===== config.mk =====
export PLATFORM = sky130hd
export DESIGN_NAME = ring_nic_flat
export DESIGN_NICKNAME = d
export VERILOG_FILES = /design/src/rtl/ring_nic_pkg.sv /design/src/rtl/ring_nic_if.sv /design/src/rtl/nic_channel_buf.sv /design/src/rtl/ring_nic.sv /design/src/flat_wrapper.sv
export SDC_FILE = /design/constraint.sdc
export NUM_CORES = 1
export LEC_CHECK = 0
export CORE_ASPECT_RATIO = 0.8
export CORE_MARGIN = 3
export CORE_UTILIZATION = 40
export CTS_BUF_LIST = sky130_fd_sc_hd__clkbuf_8 sky130_fd_sc_hd__clkbuf_16
export CTS_CLUSTER_SIZE = 8
export DETAILED_ROUTE_END_ITERATION = 12
export GPL_TIMING_DRIVEN = 0
export MAX_ROUTING_LAYER = met4
export PLACE_DENSITY = 0.78
export SLEW_MARGIN = 0
export SYNTH_ARGS = -nofsm -noshare
export SYNTH_HDL_FRONTEND = slang
export SYNTH_SLANG_ARGS = --single-unit

===== constraint.sdc =====
create_clock -name CLK -period 1.57 [get_ports CLK]
set_input_delay 0.314 -clock CLK [delete_from_list [all_inputs] [get_ports CLK]]
set_output_delay 0.314 -clock CLK [all_outputs]
set_load 0.02 [all_outputs]

===== src/rtl/ring_nic_pkg.sv =====
// Shared definitions for the ring NIC: processor register map, VC bit position
// and the status-word helper used by both the NIC and its processor-side users.
package ring_nic_pkg;

    localparam int DATA_W = 64;
    localparam int VC_BIT = 0;

    typedef enum logic [1:0] {
        REG_IN_BUF   = 2'b00,
        REG_IN_STAT  = 2'b01,
        REG_OUT_BUF  = 2'b10,
        REG_OUT_STAT = 2'b11
    } nic_reg_e;

    function automatic logic [0:DATA_W-1] status_word(input logic full);
        return {{(DATA_W-1){1'b0}}, full};
    endfunction

endpackage


===== src/rtl/ring_nic_if.sv =====
// Processor load/store port and router link of the ring NIC, bundled together.
interface ring_nic_if;
    logic [0:1]  addr;
    logic [0:63] d_in;
    logic [0:63] d_out;
    logic        nicEn;
    logic        nicWrEn;
    logic        net_si;
    logic        net_ri;
    logic [0:63] net_di;
    logic        net_so;
    logic        net_ro;
    logic [0:63] net_do;
    logic        net_polarity;

    modport master (
        output addr, d_in, nicEn, nicWrEn, net_si, net_di, net_ro, net_polarity,
        input  d_out, net_ri, net_so, net_do
    );

    modport slave (
        input  addr, d_in, nicEn, nicWrEn, net_si, net_di, net_ro, net_polarity,
        output d_out, net_ri, net_so, net_do
    );
endinterface


===== src/rtl/nic_channel_buf.sv =====
// Single-entry 64-bit packet buffer with a full flag; load takes priority over clear.
module nic_channel_buf (
    input  logic        CLK,
    input  logic        RESET,
    input  logic        i_load,
    input  logic        i_clear,
    input  logic [0:63] i_data,
    output logic [0:63] o_data,
    output logic        o_full
);

    logic [0:63] r_data;
    logic        r_full;

    always_ff @(posedge CLK) begin
        if (RESET) begin
            r_data <= '0;
            r_full <= 1'b0;
        end else if (i_load) begin
            r_data <= i_data;
            r_full <= 1'b1;
        end else if (i_clear) begin
            r_full <= 1'b0;
        end
    end

    assign o_data = r_data;
    assign o_full = r_full;

endmodule


===== src/rtl/ring_nic.sv =====
// Ring network interface: one input and one output packet buffer between a
// processor register port and a two-virtual-channel router link.
module ring_nic
    import ring_nic_pkg::*;
(
    input  logic     CLK,
    input  logic     RESET,
    ring_nic_if.slave bus
);

    logic        w_rd;
    logic        w_wr;
    logic        w_in_load;
    logic        w_in_clear;
    logic        w_in_full;
    logic [0:63] w_ibuf;
    logic        w_out_load;
    logic        w_out_send;
    logic        w_out_full;
    logic [0:63] w_obuf;
    logic [0:63] w_d_out;

    assign w_rd = bus.nicEn & ~bus.nicWrEn;
    assign w_wr = bus.nicEn &  bus.nicWrEn;

    // Accept only when empty, so a fill can never land on a drain cycle.
    assign w_in_load  = bus.net_si & ~w_in_full;
    assign w_in_clear = w_rd & (bus.addr == REG_IN_BUF) & w_in_full;

    // Status is sampled before the drain, so a store during a send is dropped.
    assign w_out_send = w_out_full & bus.net_ro & (bus.net_polarity == w_obuf[VC_BIT]);
    assign w_out_load = w_wr & (bus.addr == REG_OUT_BUF) & ~w_out_full;

    nic_channel_buf u_in_buf (
        .CLK     (CLK),
        .RESET   (RESET),
        .i_load  (w_in_load),
        .i_clear (w_in_clear),
        .i_data  (bus.net_di),
        .o_data  (w_ibuf),
        .o_full  (w_in_full)
    );

    nic_channel_buf u_out_buf (
        .CLK     (CLK),
        .RESET   (RESET),
        .i_load  (w_out_load),
        .i_clear (w_out_send),
        .i_data  (bus.d_in),
        .o_data  (w_obuf),
        .o_full  (w_out_full)
    );

    always_comb begin
        w_d_out = '0;
        if (bus.nicEn && !RESET) begin
            case (bus.addr)
                REG_IN_BUF:   w_d_out = w_ibuf;
                REG_IN_STAT:  w_d_out = status_word(w_in_full);
                REG_OUT_STAT: w_d_out = status_word(w_out_full);
                default:      w_d_out = '0;
            endcase
        end
    end

    assign bus.d_out  = w_d_out;
    assign bus.net_ri = ~RESET & ~w_in_full;
    assign bus.net_so = ~RESET & w_out_send;
    assign bus.net_do = w_obuf;

endmodule


===== src/flat_wrapper.sv =====
// flat-port wrapper written by rule: the top's interface ports become plain ports
module ring_nic_flat import ring_nic_pkg::*;
  (CLK, RESET, bus_addr, bus_d_in, bus_nicEn, bus_nicWrEn, bus_net_si, bus_net_di, bus_net_ro, bus_net_polarity, bus_d_out, bus_net_ri, bus_net_so, bus_net_do);
  ring_nic_if bus_i ();
  input  logic CLK;
  input  logic RESET;
  input wire logic [$bits(bus_i.addr)-1:0] bus_addr;
  input wire logic [$bits(bus_i.d_in)-1:0] bus_d_in;
  input wire logic [$bits(bus_i.nicEn)-1:0] bus_nicEn;
  input wire logic [$bits(bus_i.nicWrEn)-1:0] bus_nicWrEn;
  input wire logic [$bits(bus_i.net_si)-1:0] bus_net_si;
  input wire logic [$bits(bus_i.net_di)-1:0] bus_net_di;
  input wire logic [$bits(bus_i.net_ro)-1:0] bus_net_ro;
  input wire logic [$bits(bus_i.net_polarity)-1:0] bus_net_polarity;
  output wire logic [$bits(bus_i.d_out)-1:0] bus_d_out;
  output wire logic [$bits(bus_i.net_ri)-1:0] bus_net_ri;
  output wire logic [$bits(bus_i.net_so)-1:0] bus_net_so;
  output wire logic [$bits(bus_i.net_do)-1:0] bus_net_do;
  assign bus_i.addr = bus_addr;
  assign bus_i.d_in = bus_d_in;
  assign bus_i.nicEn = bus_nicEn;
  assign bus_i.nicWrEn = bus_nicWrEn;
  assign bus_i.net_si = bus_net_si;
  assign bus_i.net_di = bus_net_di;
  assign bus_i.net_ro = bus_net_ro;
  assign bus_i.net_polarity = bus_net_polarity;
  assign bus_d_out = bus_i.d_out;
  assign bus_net_ri = bus_i.net_ri;
  assign bus_net_so = bus_i.net_so;
  assign bus_net_do = bus_i.net_do;
  ring_nic u_core (.CLK(CLK), .RESET(RESET), .bus(bus_i));
endmodule

==> impl_metrics.ini, run 1 <==
[setup_path]
cp.buffers_inverters = 4
worstSetupEndpointType = output port
worst_path_dominant_cell_family = buffers and inverters
startpoint_type = input pin
path_max_fanout = 8
worst-endpoint-arrival_ns = 1.36
cpPeakStageDelay_ns = 0.22
cp.required_ns = 1.26
crit_path_top_delay_cell = sky130_fd_sc_hd__buf_6
cpMostUsedCell = sky130_fd_sc_hd__buf_6
timing.critical_path.cells = buf_8 > nand2b_4 > nor3_4 > buf_6 > clkbuf_8 > and2_4 > buf_6
criticalPathCategory = input pin to output port

[cts]
clock_sinks = 130
cts_max_level = 4
clk_lat_worst_skew_ns = 0.40
clk_slew_on_worst_s_h_paths_ns = 0.06
hold_buffers = 0
clk_path_buf_depth = 2
cts_inserted_buffers = 17
cts_root_buffer = sky130_fd_sc_hd__clkbuf_16
cts_tree = built

[pwr]
combPwrFrac = 0.120
power_frac_seq = 0.385
power.density_nw_per_um2 = 942
power.clock.fraction = 0.495
p_leak_nw = 4.13
power_switching_share = 0.223
p_sw_mw = 2.04
internal-power_mw = 7.08
vdd_drop_max_mv = 0.725

[synthesis]
ys_warn_count = 0
synth_top_cells_by_area = sky130_fd_sc_hd__dfxtp_1, sky130_fd_sc_hd__nand2b_1, sky130_fd_sc_hd__mux2i_1, sky130_fd_sc_hd__nand2_1, sky130_fd_sc_hd__and2_1
number_of_flops_mapped_to_enable_cells_by_yosys = 0
post_synth_num_cell_types = 26
synth_async_sr_flop_share = 0
cell_accounting_for_the_most_synthesized_area = sky130_fd_sc_hd__dfxtp_1
syn_nets = 780
syn_inst = 643
postSynthAreaPerCell_um2 = 8.84
ys_seq_elements = 130
yosysMostFrequentCell = sky130_fd_sc_hd__dfxtp_1
synth.yosys.seq_area_share = 0.458
ys_dominant_reg_cell = sky130_fd_sc_hd__dfxtp_1
synth_common_cells = sky130_fd_sc_hd__dfxtp_1, sky130_fd_sc_hd__nand2b_1, sky130_fd_sc_hd__nand2_1
synth_largest_type_area_fraction = 0.458
synthesis.area_um2 = 5680

[global_route]
global_route.overflow_total = 0
global_route.usage.total = 0.225
first_global_vias = 5328
antenna_found_initial = 0
grt_start_max_net_pins = 17
grt_first_pass_wirelength_um = 27500

[timing]
clock_skew_ns = 0.00825
maxSlewViolCount = 0
grt_setup_unrepaired = true
setup_viol = 60
timing.slew.headroom = 0.676
totalNegativeSetupSlack_ns = -4.03
fin_crit_ns = 1.67
max_freq_ghz = 0.598
tightest_slew_ns = 0.486
hold_viol_final = 0
finalWorstSetupSlack_ns = -0.102
final_period_utilization = 1.06

[routing]
detailedRoute.firstIterationViolations = 242
drc_errors = 0
avgRoutedWirePerCell_um = 15.6
drt_pass1_iterations = 4
vias_per_cell = 4.69
postRouteWirelength_um = 17700
dr_total_vias = 5324
antenna_left = 0

[placed_design]
gp_congestion = 0.829
placed_cells_incl_taps = 1088
dp.final_hpwl_um = 12500
portBuffers = 265

[layout]
area_growth_syn_to_layout_pct = 70.4
fill_cells = 1105
diodes = 0
ff_latch_area_um2 = 2610
post_route_cells_drive_above_1_share = 0.232
fin_nets = 1079
final_cell_count_without_fillers = 1134
multiInputGateArea_um2 = 2940

[floorplan]
row_count = 38
coreArea_um2 = 13700
floorplan.die.height_um = 113
initial_core_util = 0.414
fp.dieArea_um2 = 15700
io_pins = 267
floorplan.die.width_um = 139

[job]
max_cap_violations = 0

[min_path]
type_of_the_tightest_min_delay_check = input pin to register

[run_status]
outcome = finished with violations
failed_checks = setup timing
==> kinds of logic (layout without fill, tap and decap cells) <==
family                 Yosys count  after routing  synth area share
flip-flops                     130            130             0.458
XOR/XNOR                         1              1           0.00154
AO/OA/AOI/OAI                   69             69            0.0625
buffers and inverters           49            360            0.0535
multiplexers                    65             65             0.114
AND/OR/NAND/NOR                329            329             0.310
==> through the flow <==
step                power, mW  hold WS [ns]  area [um2]  setup WS, ns   util
global route             9.46         0.351        9690        -0.130  0.705
global placement         4.61         0.437        8560         -1.25  0.623
detailed placement       4.62         0.442        8560         -1.27  0.623
finish                   9.12         0.353        9690        -0.102  0.705
CTS                      9.19         0.432        9720        -0.157  0.707
floorplan                4.05         0.430        5680        0.0345      -
==> worst register-to-register path, stage by stage, from the launching register on <==
cell and delay, ns:
sky130_fd_sc_hd__dfxtp_4 0.34, sky130_fd_sc_hd__buf_4 0.14, sky130_fd_sc_hd__nor2b_1 0.10, sky130_fd_sc_hd__buf_2 0.23
sky130_fd_sc_hd__clkbuf_2 0.27, sky130_fd_sc_hd__nand2_1 0.10, sky130_fd_sc_hd__a21oi_1 0.14
==> layer usage <==
metal	GRT usage	vias up	routed length, um
met3	0.0839	18	1650
met4	0.0554	0	253
met5	-	-	0
met1	0.261	2431	7260
met2	0.373	221	8510
li1	-	2654	-
==> final cells by class <==
cell class / instances / share of cell area
flip-flops and latches: 130 / 0.269
well taps: 180 / 0.0233
multi-input cells: 464 / 0.304
plain buffers: 49 / 0.0446
repair buffers: 280 / 0.290
clock buffers: 18 / 0.0453
clock inverters: 13 / 0.0242
==> timing repair <==
action                     4_1_cts  5_1_grt
pin swaps                       67        3
gates resized for setup        574       14
setup endpoints to repair      130       97
gates cloned                     7        0
setup buffers                    9        1
==> flip-flops by register name, summed over array words and instances, names as in the netlist <==
register and count:
u_core.u_in_buf.o_full 1, u_core.u_out_buf.o_full 1, u_core.u_out_buf.o_data 64, u_core.u_in_buf.o_data 64
==> cell usage in the layout, fill, tap and decap left out, drive strengths merged, types with 2 or more instances in the layout <==
cell | synthesis | layout
clkinv | 0 | 7
buf | 28 | 109
mux2i | 65 | 65
clkdlybuf4s50 | 0 | 131
and2 | 63 | 63
bufinv | 0 | 6
nand2b | 130 | 130
dfxtp | 130 | 130
dlygate4sd2 | 0 | 65
nand2 | 129 | 129
a21oi | 65 | 65
nor3 | 2 | 2
clkbuf | 21 | 42
==> worst paths after layout <==
kind	start	end	slack (ns)	depth (start not counted)
max	bus_addr[0]	bus_d_out[17]	-0.10	7
max reg2reg	u_core.u_in_buf.o_full	u_core.u_in_buf.o_data[39]	0.18	6
min	bus_addr[1]	u_core.u_in_buf.o_full	0.35	3
min reg2reg	u_core.u_in_buf.o_data[58]	u_core.u_in_buf.o_data[58]	0.45	2
==> power groups by stage <==
stage	Sequential, mW	Clock [mW]	Combinational (mW)
after floorplan	3.60	0	0.444
after global placement	3.57	0	1.04
after detailed placement	3.57	0	1.04
after CTS	3.51	4.59	1.10
after global routing	3.53	4.75	1.18
final	3.51	4.51	1.09
Power figures use the tool's default switching activity.
==> inputs of run 2 (changes only) <==
--- a/config.mk
+++ b/config.mk
@@ -6,7 +6,7 @@
 export NUM_CORES = 1
 export LEC_CHECK = 0
 export CORE_ASPECT_RATIO = 0.8
-export CORE_MARGIN = 3
+export CORE_MARGIN = 4
 export CORE_UTILIZATION = 40
 export CTS_BUF_LIST = sky130_fd_sc_hd__clkbuf_8 sky130_fd_sc_hd__clkbuf_16
 export CTS_CLUSTER_SIZE = 8
==> run 2 against run 1 <==
Effect of this change:
- the run still ends with setup timing left
- worst setup slack better by 0.018 ns
- via count fell by 1.4%
- cell count grew 0.18%
- register-to-register slack improved by 0.04 ns
- combinational power about the same
- critical path depth rose by 1
- clock skew increased by 0.00053 ns
- global-route usage fell by 0.89 points
- count of clock-buffer cells in the layout unchanged
- sequential cell count did not move
- power up 1.9%
- largest cell class unchanged
- largest power group unchanged
==> impl_metrics.ini, run 2 (synthesis results as in run 1) <==
[floorplan]
fp.dieArea_um2 = 16200
row_count = 38
floorplan.die.width_um = 141
io_pins = 267
coreArea_um2 = 13700
initial_core_util = 0.414
floorplan.die.height_um = 115

[timing]
totalNegativeSetupSlack_ns = -3.74
fin_crit_ns = 1.65
max_freq_ghz = 0.605
hold_ws_ns = 0.320
tightest_slew_ns = 0.441
clock_skew_ns = 0.00878
grt_setup_unrepaired = true
maxSlewViolCount = 0
finalWorstSetupSlack_ns = -0.0834
hold_viol_final = 0
final_period_utilization = 1.05
timing.slew.headroom = 0.706
setup_viol = 61

[setup_path]
cp.required_ns = 1.26
path_max_fanout = 5
critPathLaunch = bus_addr[0]
criticalPathCategory = input pin to output port
startpoint_type = input pin
worst-endpoint-arrival_ns = 1.34
worstSetupEndpointType = output port
endpoint = bus_d_out[50]
timing.rr.end = u_core.u_in_buf.o_data[50]
rr_worst_depth = 6
r2r_start = u_core.u_in_buf.o_full
rrSetupSlack_ns = 0.22

[routing]
met2_length_um = 8280
antenna_left = 0
drt_pass1_iterations = 4
wl_met1_um = 7140
dr_total_vias = 5249
met3_length_um = 1930
dr.max_layer_used = met4
vias_per_cell = 4.62
avgRoutedWirePerCell_um = 15.5
drc_errors = 0
detailedRoute.firstIterationViolations = 244
postRouteWirelength_um = 17600

[cts]
cts_root_buffer = sky130_fd_sc_hd__clkbuf_16
cts_tree = built
clk_path_buf_depth = 2
cts_inserted_buffers = 17
cts_max_level = 4
clk_slew_on_worst_s_h_paths_ns = 0.05
hold_buffers = 0
clock_sinks = 130
clk_lat_worst_skew_ns = 0.40

[layout]
area_growth_syn_to_layout_pct = 71.6
most-common-layout-cells = sky130_fd_sc_hd__clkdlybuf4s50_1, sky130_fd_sc_hd__nand2b_1, sky130_fd_sc_hd__nand2_1
diodes = 0
fin_nets = 1080
mostFrequentLayoutCell = sky130_fd_sc_hd__clkdlybuf4s50_1
post_route_cells_drive_above_1_share = 0.232
fill_cells = 1094

[run_status]
outcome = finished with violations
failed_checks = setup timing

[global_route]
global_route.overflow_total = 0
global_route.usage.total = 0.216
grt_start_max_net_pins = 17
antenna_found_initial = 0
first_global_vias = 5247
grt_first_pass_wirelength_um = 26700

[pwr]
power.density_nw_per_um2 = 952
vdd_drop_max_mv = 0.749
power_mw = 9.29
p_leak_nw = 4.16

[job]
max_cap_violations = 0

[placed_design]
gp_congestion = 0.827
placement_setup_slack_ns = -1.28
dp.final_hpwl_um = 12500
portBuffers = 265

[min_path]
type_of_the_tightest_min_delay_check = input pin to register
==> run 2: cell count changes in the layout (fill, tap and decap cells not counted), sizes merged <==
cell	change
bufinv	+1
clkbuf	-4
inv	+3
clkinv	-4
clkinvlp	+1
buf	+5
==> run 2: how the worst min path moves through the flow <==
stage                                     startpoint  slack [ns]                         end  depth (start not counted)
final                                    bus_addr[1]        0.32      u_core.u_in_buf.o_full                          3
after global routing                     bus_addr[1]        0.35      u_core.u_in_buf.o_full                          3
after CTS                                bus_addr[1]        0.40      u_core.u_in_buf.o_full                          3
after detailed placement  u_core.u_in_buf.o_data[52]        0.44  u_core.u_in_buf.o_data[52]                          2
after global placement    u_core.u_in_buf.o_data[47]        0.44  u_core.u_in_buf.o_data[47]                          2
after floorplan            u_core.u_in_buf.o_data[0]        0.43   u_core.u_in_buf.o_data[0]                          2
==> run 2: what timing repair did <==
action                                 in CTS  in global routing
cloned                                      8                  0
setup endpoints to repair                 130                 98
buffers inserted                            9                  2
gates resized for setup                   564                 29
endpoints found under the hold margin       0                  0
pin swaps                                  60                  6
==> run 2: cell type report <==
class	instances	area, um2	share of cell area
plain buffers	49	415	0.0426
clock buffers	18	439	0.0450
clock inverters	14	260	0.0267
multi-input cells	464	2950	0.303
flip-flops and latches	130	2610	0.268
well taps	180	225	0.0231
repair buffers	281	2850	0.292
==> run 2: metal layers <==
layer	GRT usage	vias to the layer above
li1	-	2665
met1	0.246	2359
met2	0.352	207
met3	0.0902	18
met4	0.0620	0
met5	-	-
==> run 2: critical path, stage by stage <==
cell and delay, ns:
sky130_fd_sc_hd__buf_6 0.09, sky130_fd_sc_hd__nand2b_4 0.14, sky130_fd_sc_hd__nor3_4 0.15, sky130_fd_sc_hd__buf_12 0.14, sky130_fd_sc_hd__buf_12 0.13, sky130_fd_sc_hd__clkbuf_16 0.14, sky130_fd_sc_hd__and2_4 0.13, sky130_fd_sc_hd__buf_6 0.11
==> run 2: power breakdown <==
part / total, mW / leakage (nW) / switching (mW) / internal [mW]
Clock: 4.69 / 0.343 / 1.50 / 3.19
Combinational: 1.09 / 2.75 / 0.465 / 0.628
Sequential: 3.51 / 1.06 / 0.0730 / 3.44
Total: 9.29 / 4.16 / 2.04 / 7.25
==> run 2: stage by stage <==
stage               std cells  cell area [um2]   util
floorplan                 643             5680      -
global placement         1088             8560  0.623
detailed placement       1088             8560  0.623
CTS                      1137             9770  0.711
global route             1136             9750  0.710
finish                   1136             9750  0.710
==> inputs of run 3 (changes only) <==
--- a/config.mk
+++ b/config.mk
@@ -5,15 +5,17 @@
 export SDC_FILE = /design/constraint.sdc
 export NUM_CORES = 1
 export LEC_CHECK = 0
+export ABC_AREA = 1
 export CORE_ASPECT_RATIO = 0.8
 export CORE_MARGIN = 4
 export CORE_UTILIZATION = 40
 export CTS_BUF_LIST = sky130_fd_sc_hd__clkbuf_8 sky130_fd_sc_hd__clkbuf_16
 export CTS_CLUSTER_SIZE = 8
 export DETAILED_ROUTE_END_ITERATION = 12
+export DONT_BUFFER_PORTS = 1
 export GPL_TIMING_DRIVEN = 0
+export HOLD_SLACK_MARGIN = 0.1
 export MAX_ROUTING_LAYER = met4
-export PLACE_DENSITY = 0.78
 export SLEW_MARGIN = 0
 export SYNTH_ARGS = -nofsm -noshare
 export SYNTH_HDL_FRONTEND = slang
==> run 3 against run 2 <==
Effect of this change:
- highest routed layer unchanged
- global-route usage increased by 2.2 points
- sequential share of layout area increased by 5.5 points
- sequential power increased by 5%
- the flow now finishes without violations
- combinational power decreased by 5%
- design area decreased by 17%
==> impl_metrics.ini, run 3 <==
[placed_design]
placement_setup_slack_ns = -0.256
gp_congestion = 0.825
dp.final_hpwl_um = 11600
portBuffers = 0
placed_cells_incl_taps = 1036

[setup_path]
criticalPathCategory = register to output port
path_max_fanout = 4
timing.critical_path.cells = o21ai_0 > o21ai_1 > nand2_1 > inv_2
worst-endpoint-arrival_ns = 1.22
startpoint_type = register
cp.required_ns = 1.26
worstSetupEndpointType = output port
cpPeakStageDelay_ns = 0.37
crit_path_top_delay_cell = sky130_fd_sc_hd__dfxtp_2
worst_path_dominant_cell_family = flip-flops
cp.buffers_inverters = 1

[timing]
setup_viol = 0
tightest_slew_ns = 0.508
final_period_utilization = 0.979
hold_ws_ns = 0.121
clock_skew_ns = 0.0103
finalWorstSetupSlack_ns = 0.0335
grt_setup_unrepaired = true
maxSlewViolCount = 0
fin_crit_ns = 1.54
hold_viol_final = 0
max_freq_ghz = 0.651
timing.slew.headroom = 0.661

[synthesis]
synth_top_cells_by_area = sky130_fd_sc_hd__dfxtp_1, sky130_fd_sc_hd__nor2_1, sky130_fd_sc_hd__nand2_1, sky130_fd_sc_hd__o21ai_0, sky130_fd_sc_hd__inv_1
ys_dominant_reg_cell = sky130_fd_sc_hd__dfxtp_1
post_synth_mux_area_share = 0
syn_nets = 993
cell_accounting_for_the_most_synthesized_area = sky130_fd_sc_hd__dfxtp_1
yosysMostFrequentCell = sky130_fd_sc_hd__nor2_1
post_synth_num_cell_types = 14
synth_common_cells = sky130_fd_sc_hd__nor2_1, sky130_fd_sc_hd__nand2_1, sky130_fd_sc_hd__dfxtp_1
synth_compound_area_frac = 0.0618
synth_largest_type_area_fraction = 0.473
ys_seq_elements = 130
yosys.area_share.simple = 0.361
dominant_combinational_cell_family_by_area_after_synthesis = simple AND/OR/NAND/NOR gates
synth_async_sr_flop_share = 0
yosys.area_share.xor_xnor = 0
number_of_flops_mapped_to_enable_cells_by_yosys = 0
ys_warn_count = 0
post_synth_fa_ha_maj_area_fraction = 0
postSynthAreaPerCell_um2 = 6.43
synth.yosys.seq_area_share = 0.473
syn_inst = 856
synthesis.area_um2 = 5510

[pwr]
power_mw = 8.63
combPwrFrac = 0.120
power.clock.fraction = 0.453
power_switching_share = 0.253
vdd_drop_max_mv = 0.807
p_leak_nw = 3.45
power.density_nw_per_um2 = 1070
p_sw_mw = 2.18
internal-power_mw = 6.45
power_frac_seq = 0.427

[layout]
final_cell_count_without_fillers = 1192
area_growth_syn_to_layout_pct = 46.9
mostFrequentLayoutCell = sky130_fd_sc_hd__nor2_1
diodes = 0
layout.core_utilization = 0.599
fill_cells = 1191
most-common-layout-cells = sky130_fd_sc_hd__nor2_1, sky130_fd_sc_hd__nand2_1, sky130_fd_sc_hd__dfxtp_1
post_route_cells_drive_above_1_share = 0.132
fin_nets = 1138

[global_route]
grt_first_pass_wirelength_um = 29000
grt_start_max_net_pins = 17
global_route.usage.total = 0.238
antenna_found_initial = 0
first_global_vias = 5659
global_route.overflow_total = 0

[cts]
cts_tree = built
clk_lat_worst_skew_ns = 0.42
clk_path_buf_depth = 2
cts_max_level = 4
clk_slew_on_worst_s_h_paths_ns = 0.05
cts_root_buffer = sky130_fd_sc_hd__clkbuf_16
cts_inserted_buffers = 17
clock_sinks = 130

[routing]
drt_pass1_iterations = 5
vias_per_cell = 4.76
postRouteWirelength_um = 18500
drc_errors = 0
avgRoutedWirePerCell_um = 15.5
dr_total_vias = 5675
detailedRoute.firstIterationViolations = 340
antenna_left = 0

[min_path]
type_of_the_tightest_min_delay_check = input pin to register

[floorplan]
floorplan.die.width_um = 139
fp.dieArea_um2 = 15700
floorplan.die.height_um = 113
row_count = 38
coreArea_um2 = 13500
io_pins = 267
initial_core_util = 0.408

[run_status]
outcome = finished, final reports clean

[job]
max_cap_violations = 0
==> run 3: path summary, 6_finish.rpt <==
check / startpoint / to / slack, ns / cells past startpoint
min: bus_d_in[30] / u_core.u_out_buf.o_data[33] / 0.12 / 4
min reg2reg: u_core.u_in_buf.o_full / u_core.u_in_buf.o_full / 0.51 / 2
max: u_core.u_in_buf.o_full / bus_d_out[0] / 0.03 / 4
max reg2reg: u_core.u_in_buf.o_full / u_core.u_in_buf.o_data[56] / 0.19 / 5
==> run 3: per-layer routing <==
metal / global-route usage / wire (um) / up-vias
met4: 0.0900 / 437 / 0
met3: 0.0832 / 1690 / 34
met5: - / 0 / -
met1: 0.270 / 7520 / 2549
met2: 0.391 / 8830 / 267
li1: - / - / 2825
==> run 3: per-stage QoR <==
| stage | TNS [ns] | area, um2 |
|---|---|---|
| 3_3_place_gp | -9.08 | 5730 |
| 2_1_floorplan | 0 | 5510 |
| 5_1_grt | -0.0173 | 8090 |
| 3_5_place_dp | -9.81 | 5730 |
| 6_report | 0 | 8090 |
| 4_1_cts | 0 | 8070 |
==> run 3: logic make-up after synthesis <==
| group | Yosys count |
|---|---|
| buf+inv | 131 |
| simple gates | 527 |
| flops | 130 |
| compound gates | 68 |
==> run 3: what timing repair did <==
item,CTS,global route
endpoints found under the setup margin,62,52
hold buffers,125,0
endpoints found under the hold margin,125,0
buffers inserted,1,0
pin swaps,2,5
resized for setup,140,11
==> run 3: layout make-up <==
class | count | area [um2] | area share
repair buffers | 126 | 1260 | 0.156
plain buffers | 55 | 330 | 0.0408
inverters | 76 | 285 | 0.0353
multi-input cells | 595 | 2800 | 0.346
flip-flops and latches | 130 | 2610 | 0.322
well taps | 180 | 225 | 0.0278
clock inverters | 8 | 87.6 | 0.0108
clock buffers | 22 | 494 | 0.0611
==> run 3: power groups by stage <==
stage / clock, mW / sequential (mW) / combinational, mW
6_report: 3.91 / 3.69 / 1.04
5_1_grt: 4.14 / 3.70 / 1.15
4_1_cts: 3.97 / 3.68 / 1.01
3_5_place_dp: 0 / 3.75 / 0.663
3_3_place_gp: 0 / 3.75 / 0.652
2_1_floorplan: 0 / 3.72 / 0.521
==> run 3: worst reg2reg max path: cells and delay by family, from the launching register on <==
kind | cells | cell delay, ns
AOI/OAI and AO/OA | 1 | 0.16
and+or+nand+nor | 2 | 0.29
DFF | 1 | 0.34
buffers and inverters | 2 | 0.53
